**config.mk**
```make
export PLATFORM = sky130hd
export DESIGN_NAME = tlb_unit
export DESIGN_NICKNAME = d
export VERILOG_FILES = /design/src/rtl/translation_pkg.sv /design/src/rtl/tlb_lookup.sv /design/src/rtl/tlb_unit.sv
export SDC_FILE = /design/constraint.sdc
export NUM_CORES = 2
export LEC_CHECK = 0
export ABC_AREA = 0
export CORE_AREA = 2 2 513 464
export CTS_BUF_LIST = sky130_fd_sc_hd__clkbuf_8
export CTS_CLUSTER_SIZE = 28
export DETAILED_ROUTE_END_ITERATION = 6
export DIE_AREA = 0 0 515 466
export PLACE_DENSITY = 0.59
export SLEW_MARGIN = 20
export SYNTH_ARGS = -nofsm -noshare
export SYNTH_HDL_FRONTEND = slang
export SYNTH_HIERARCHICAL = 1
export SYNTH_SLANG_ARGS = --single-unit
```
**constraint.sdc**
```tcl
create_clock -name clk -period 10.64 [get_ports clk]
set_input_delay 2.128 -clock clk [delete_from_list [all_inputs] [get_ports clk]]
set_output_delay 2.128 -clock clk [all_outputs]
set_load 0.02 [all_outputs]
```
**src/rtl/translation_pkg.sv**
```systemverilog
// Shared types for the joint TLB: entry layout, CP0 response bundle, op and FSM encodings.
// The TLBWR random-replacement feature is enabled by defining TLB_TLBWR_EN.
package translation_pkg;

   localparam int TLB_ENTRIES = 16;

   typedef enum logic [1:0] {
      OP_TLBP  = 2'b00,
      OP_TLBR  = 2'b01,
      OP_TLBWI = 2'b10,
      OP_TLBWR = 2'b11
   } tlb_op_t;

   typedef enum logic [1:0] {
      ST_IDLE = 2'b00,
      ST_EXEC = 2'b01,
      ST_RESP = 2'b10
   } tu_state_t;

   typedef struct packed {
      logic [18:0] vpn2;
      logic [7:0]  asid;
      logic        g;
      logic [19:0] pfn0;
      logic [2:0]  c0;
      logic        d0;
      logic        v0;
      logic [19:0] pfn1;
      logic [2:0]  c1;
      logic        d1;
      logic        v1;
   } tlb_entry_t;

   typedef struct packed {
      logic [31:0] index;
      logic [31:0] entryhi;
      logic [31:0] entrylo0;
      logic [31:0] entrylo1;
   } tu_op_resp_t;

   // Rebuilds the CP0 EntryLo image of one page half; G is shared by both halves.
   function automatic logic [31:0] entry_lo(input logic [19:0] pfn, input logic [2:0] c,
                                            input logic d, input logic v, input logic g);
      return {6'b0, pfn, c, d, v, g};
   endfunction

endpackage

```
**src/rtl/tlb_lookup.sv**
```systemverilog
// Combinational TLB search: match on VPN2 and ASID/G, lowest index wins, odd/even page select.
import translation_pkg::*;

module tlb_lookup #(
   parameter int N     = 16,
   parameter int IDX_W = 4
) (
   input  tlb_entry_t        entries [N],
   input  logic [31:0]       vaddr,
   input  logic [7:0]        asid,
   output logic              hit,
   output logic [IDX_W-1:0]  hit_idx,
   output logic [31:0]       paddr,
   output logic              v,
   output logic              d
);

   tlb_entry_t sel;
   logic       unused_c;

   // Descending scan so the lowest matching index is the last one to assign.
   always_comb begin
      hit     = 1'b0;
      hit_idx = '0;
      for (int i = N - 1; i >= 0; i--) begin
         if (entries[i].vpn2 == vaddr[31:13] && (entries[i].g || entries[i].asid == asid)) begin
            hit     = 1'b1;
            hit_idx = IDX_W'(i);
         end
      end
   end

   always_comb begin
      sel = entries[hit_idx];
      if (vaddr[12]) begin
         paddr = {sel.pfn1, vaddr[11:0]};
         v     = sel.v1;
         d     = sel.d1;
      end else begin
         paddr = {sel.pfn0, vaddr[11:0]};
         v     = sel.v0;
         d     = sel.d0;
      end
   end

   always_comb begin
      unused_c = 1'b0;
      for (int i = 0; i < N; i++) begin
         unused_c = unused_c ^ (^{entries[i].c0, entries[i].c1});
      end
   end

endmodule

```
**src/rtl/tlb_unit.sv**
```systemverilog
// MIPS32 joint TLB beside CP0: TLBP/TLBR/TLBWI/TLBWR sequencer plus fetch and data translation.
// Define TLB_TLBWR_EN for the free-running random counter used by TLBWR.
import translation_pkg::*;

module tlb_unit #(
   parameter int TLB_ENTRIES = translation_pkg::TLB_ENTRIES,
   parameter int IDX_W       = $clog2(TLB_ENTRIES)
) (
   input  logic         clk,
   input  logic         resetn,
   input  logic         op_valid,
   output logic         op_ready,
   input  logic [1:0]   op,
   input  logic [31:0]  entryhi,
   input  logic [31:0]  entrylo0,
   input  logic [31:0]  entrylo1,
   input  logic [31:0]  index,
   output logic         resp_valid,
   output tu_op_resp_t  tu_op_resp,
   input  logic [31:0]  i_vaddr,
   output logic [31:0]  i_paddr,
   output logic         i_miss,
   output logic         i_invalid,
   input  logic [31:0]  d_vaddr,
   input  logic         d_write,
   output logic [31:0]  d_paddr,
   output logic         d_miss,
   output logic         d_invalid,
   output logic         d_modified,
   output tu_state_t    fsm_state
);

   // Handshake: a request transfers on the rising edge where op_valid && op_ready;
   // op_ready is high only in IDLE, and the request must be held until then.
   tu_state_t          state, state_d;
   tlb_entry_t         tlb [TLB_ENTRIES];
   tlb_op_t            op_q;
   logic [31:0]        hi_q, lo0_q, lo1_q;
   logic [IDX_W-1:0]   idx_q, wr_idx;
   logic               accept;
   tu_op_resp_t        resp_d;
   tlb_entry_t         wr_entry, rd_entry;
   logic               i_hit, i_v, i_d_unused;
   logic               d_hit, d_v, d_d;
   logic               p_hit, p_v_unused, p_d_unused;
   logic [IDX_W-1:0]   i_idx_unused, d_idx_unused, p_idx;
   logic [31:0]        p_paddr_unused;
   logic               unused_bits;

   always_comb begin
      state_d    = state;
      op_ready   = 1'b0;
      resp_valid = 1'b0;
      case (state)
         ST_IDLE: begin
            op_ready = 1'b1;
            if (op_valid) state_d = ST_EXEC;
         end
         ST_EXEC: state_d = ST_RESP;
         ST_RESP: begin
            resp_valid = 1'b1;
            state_d    = ST_IDLE;
         end
         default: state_d = ST_IDLE;
      endcase
   end

   assign accept    = op_valid && op_ready;
   assign fsm_state = state;

`ifdef TLB_TLBWR_EN
   logic [IDX_W-1:0] random_cnt, rand_q;

   always_ff @(posedge clk) begin
      if (!resetn) begin
         random_cnt <= IDX_W'(TLB_ENTRIES - 1);
         rand_q     <= '0;
      end else begin
         random_cnt <= (random_cnt == '0) ? IDX_W'(TLB_ENTRIES - 1) : random_cnt - 1'b1;
         if (accept) rand_q <= random_cnt;
      end
   end

   assign wr_idx = (op_q == OP_TLBWR) ? rand_q : idx_q;
`else
   assign wr_idx = idx_q;
`endif

   always_ff @(posedge clk) begin
      if (!resetn) begin
         state      <= ST_IDLE;
         op_q       <= OP_TLBP;
         hi_q       <= '0;
         lo0_q      <= '0;
         lo1_q      <= '0;
         idx_q      <= '0;
         tu_op_resp <= '0;
      end else begin
         state <= state_d;
         if (accept) begin
            op_q  <= tlb_op_t'(op);
            hi_q  <= entryhi;
            lo0_q <= entrylo0;
            lo1_q <= entrylo1;
            idx_q <= index[IDX_W-1:0];
         end
         if (state == ST_EXEC) tu_op_resp <= resp_d;
      end
   end

   assign wr_entry = '{vpn2: hi_q[31:13], asid: hi_q[7:0], g: lo0_q[0] & lo1_q[0],
                       pfn0: lo0_q[25:6], c0: lo0_q[5:3], d0: lo0_q[2], v0: lo0_q[1],
                       pfn1: lo1_q[25:6], c1: lo1_q[5:3], d1: lo1_q[2], v1: lo1_q[1]};

   // Both write ops have op[1] set; reset has priority so an aborted write never lands.
   always_ff @(posedge clk) begin
      if (!resetn) begin
         for (int i = 0; i < TLB_ENTRIES; i++) tlb[i] <= '0;
      end else if (state == ST_EXEC && op_q[1]) begin
         tlb[wr_idx] <= wr_entry;
      end
   end

   assign rd_entry = tlb[idx_q];

   always_comb begin
      resp_d = '0;
      case (op_q)
         OP_TLBP: resp_d.index = p_hit ? 32'(p_idx) : 32'h8000_0000;
         OP_TLBR: begin
            resp_d.entryhi  = {rd_entry.vpn2, 5'b0, rd_entry.asid};
            resp_d.entrylo0 = entry_lo(rd_entry.pfn0, rd_entry.c0, rd_entry.d0, rd_entry.v0, rd_entry.g);
            resp_d.entrylo1 = entry_lo(rd_entry.pfn1, rd_entry.c1, rd_entry.d1, rd_entry.v1, rd_entry.g);
         end
         default: resp_d = '0;
      endcase
   end

   tlb_lookup #(.N(TLB_ENTRIES), .IDX_W(IDX_W)) u_fetch (
      .entries(tlb), .vaddr(i_vaddr), .asid(entryhi[7:0]),
      .hit(i_hit), .hit_idx(i_idx_unused), .paddr(i_paddr), .v(i_v), .d(i_d_unused)
   );

   tlb_lookup #(.N(TLB_ENTRIES), .IDX_W(IDX_W)) u_data (
      .entries(tlb), .vaddr(d_vaddr), .asid(entryhi[7:0]),
      .hit(d_hit), .hit_idx(d_idx_unused), .paddr(d_paddr), .v(d_v), .d(d_d)
   );

   tlb_lookup #(.N(TLB_ENTRIES), .IDX_W(IDX_W)) u_probe (
      .entries(tlb), .vaddr(hi_q), .asid(hi_q[7:0]),
      .hit(p_hit), .hit_idx(p_idx), .paddr(p_paddr_unused), .v(p_v_unused), .d(p_d_unused)
   );

   assign i_miss     = !i_hit;
   assign i_invalid  = i_hit && !i_v;
   assign d_miss     = !d_hit;
   assign d_invalid  = d_hit && !d_v;
   assign d_modified = d_hit && d_v && !d_d && d_write;

   assign unused_bits = ^{entryhi[12:8], index[31:IDX_W], hi_q[12:8], lo0_q[31:26], lo1_q[31:26]};

endmodule

```
==> impl_metrics.tcl <==
set metrics [dict create \
    outcome "finished, violations left" \
    violations "DRC, setup timing" \
    vias_per_cell 6.25 \
    grt_max_degree 202 \
    fin_setup_tns_ns -0.295 \
    dp_slack_ns 0.234 \
    grt_pass1_vias 82329 \
    nFillCells 23359 \
    grt_overflow_total 0 \
    p_leak_nw 36.3 \
    io_buffer_count 261 \
    ant_nets 0 \
    end_kind "output pin" \
    cts_resized 0 \
    vias 90697 \
    hp-start "lo1_q[0]" \
    ys_warn_count 6 \
    grt_pass1_wl_mm 620 \
    cp-start-kind "input port" \
    die_height_um 466 \
    cap_violations 0 \
    hold_viol 0 \
    row_count 169 \
    worst_ir_drop_vdd_uv 112 \
    critPathArrivalTime_ns 8.66 \
    htreeDepth 5 \
    hp-class "reg2reg" \
    timing.final.crit_share_pct 101 \
    final_nets 11411 \
    holdWs_ns 0.450 \
    path_clk_slew_ns 0.05 \
    finalWorstSetupSlack_ns -0.147 \
    netlist_area_um2 86900 \
    cts_made_buffers 283 \
    grt.total_usage_pct 35.6 \
    post_drt_wl_per_cell_um 30.8 \
    cts.sinks 1418 \
    rr_startpoint "hi_q[28]" \
    cts_tree "built" \
    drt_pre_antenna_iters 7 \
    seqCellArea_um2 28400 \
    postCtsSetupBuffers 0 \
    crit_fanout 41 \
    worst_slew_pin_slew_ns 1.36 \
    powerDensity_nw_per_um2 127 \
    worstPathRequired_ns 8.51 \
    dieWidth_um 515 \
    hold_path_depth 2 \
    drc 12 \
    start_util_pct 37.0 \
    crit_type "in2out" \
    fin_worst_skew_ns 0.0805 \
    cts_hold_buf 0 \
    dp_hpwl_mm 284 \
    relSlewSlack_pct 9.32 \
    rrSetupSlack_ns 5.95 \
    area.growth.synth_to_final_pct 12.9 \
    drive_gt1_share_pct 12.7 \
    dp.cells 14005 \
    multiInputGateArea_um2 53200 \
    fmax_mhz 92.7 \
    design.die.area_um2 240000 \
    drv_slew 0 \
    avgSynthCellArea_um2 7.70 \
    core_um2 235000 \
    min_period_ns 10.79 \
    reg2reg_to "tu_op_resp[96]" \
    clock_latency_ns 1.08 \
    drtIter0Drc 14617 \
    io_pins 399 \
    grt_antenna_before_repair 35 \
    ff2ff_path_depth 12 \
    setup_viol 4 \
    min_to "lo1_q[0]" \
    cts_root_buf "clkbuf_8" \
    totalWireLength_mm 447 \
    gp_congestion 1.04 \
    rsz0062_at_grt "no" \
    final_cells 14501 \
    clockBufferDepth 4 \
    synth_cells 11294 \
]
## layout by cell type (no fill, tap or decap), drive strengths merged, types with 44 or more instances in the layout
| cell type | instances |
|---|---|
| nor2 | 257 |
| a22oi | 205 |
| clkbuf | 344 |
| o211ai | 83 |
| nand4 | 85 |
| a211oi | 88 |
| a2111oi | 53 |
| xnor2 | 144 |
| buf | 557 |
| nor3 | 61 |
| clkdlybuf4s50 | 213 |
| dfxtp | 1418 |
| xor2 | 1152 |
| a32oi | 89 |
| nand3 | 242 |
| nand2 | 3472 |
| inv | 141 |
| conb | 44 |
| mux2 | 124 |
| nor4 | 312 |
| mux2i | 265 |
| a21oi | 1533 |
| mux4 | 234 |
## worst max-delay path by stage
stage / from / to / slack [ns]
global placement: d_vaddr[13] / d_paddr[29] / 0.12
detailed placement: d_vaddr[13] / d_paddr[29] / 0.23
global route: d_vaddr[13] / d_paddr[26] / 0.01
finish: i_vaddr[13] / i_paddr[25] / -0.15
CTS: d_vaddr[13] / d_paddr[29] / 0.19
floorplan: entryhi[5] / d_paddr[17] / 2.94
## sequential cells by signal, indices dropped and copies added (netlist names)
| register | count |
|---|---|
| lo0_q | 26 |
| tu_op_resp | 83 |
| idx_q | 4 |
| hi_q | 27 |
| fsm_state | 2 |
| tlb | 1248 |
| lo1_q | 26 |
| op_q | 2 |
## cell type report
| class | count | area share [%] |
|---|---|---|
| diodes | 26 | 0.0663 |
| multi-input cells | 8687 | 54.2 |
| inverters | 53 | 0.226 |
| repair buffers | 770 | 6.95 |
| clock buffers | 344 | 4.82 |
| well taps | 3078 | 3.92 |
| flip-flops and latches | 1418 | 28.9 |
| clock inverters | 125 | 0.882 |
## through the flow
stage | util [%] | total power [mW] | cell area [um2]
floorplan | - | 6.27 | 87100
finish | 41.8 | 12.5 | 98200
CTS | 41.8 | 12.4 | 98100
global placement | 39.4 | 6.73 | 92500
global route | 41.8 | 12.8 | 98100
detailed placement | 39.4 | 6.74 | 92500
## worst max-delay path, cell delays in order
cell	delay (ns)
clkdlybuf4s50_1	0.82
buf_12	0.37
xor2_1	0.17
nor4_1	0.68
nand4_1	0.52
or3_1	0.56
nor2_1	0.23
o31ai_4	0.11
a21oi_4	0.21
buf_12	0.17
buf_4	0.47
a21oi_1	0.15
a22oi_1	0.40
o2111ai_1	0.19
a2111oi_1	0.96
buf_4	0.30
buf_4	0.15
## report_power, final
part	internal (mW)	leakage, nW	switching [mW]
registers	5.33	11.4	0.0963
logic	0.388	21.6	0.868
clock network	3.22	3.21	2.58
## layer usage
layer	part of all wire, %	global-route usage (%)	vias to the layer above
met2	40	49.1	7316
met1	39	47.7	43482
met3	15	12.7	1701
met5	0.083	0.516	-
li1	-	-	38166
met4	6.4	19.8	32
No activity file was read; power rests on OpenSTA's default activity.
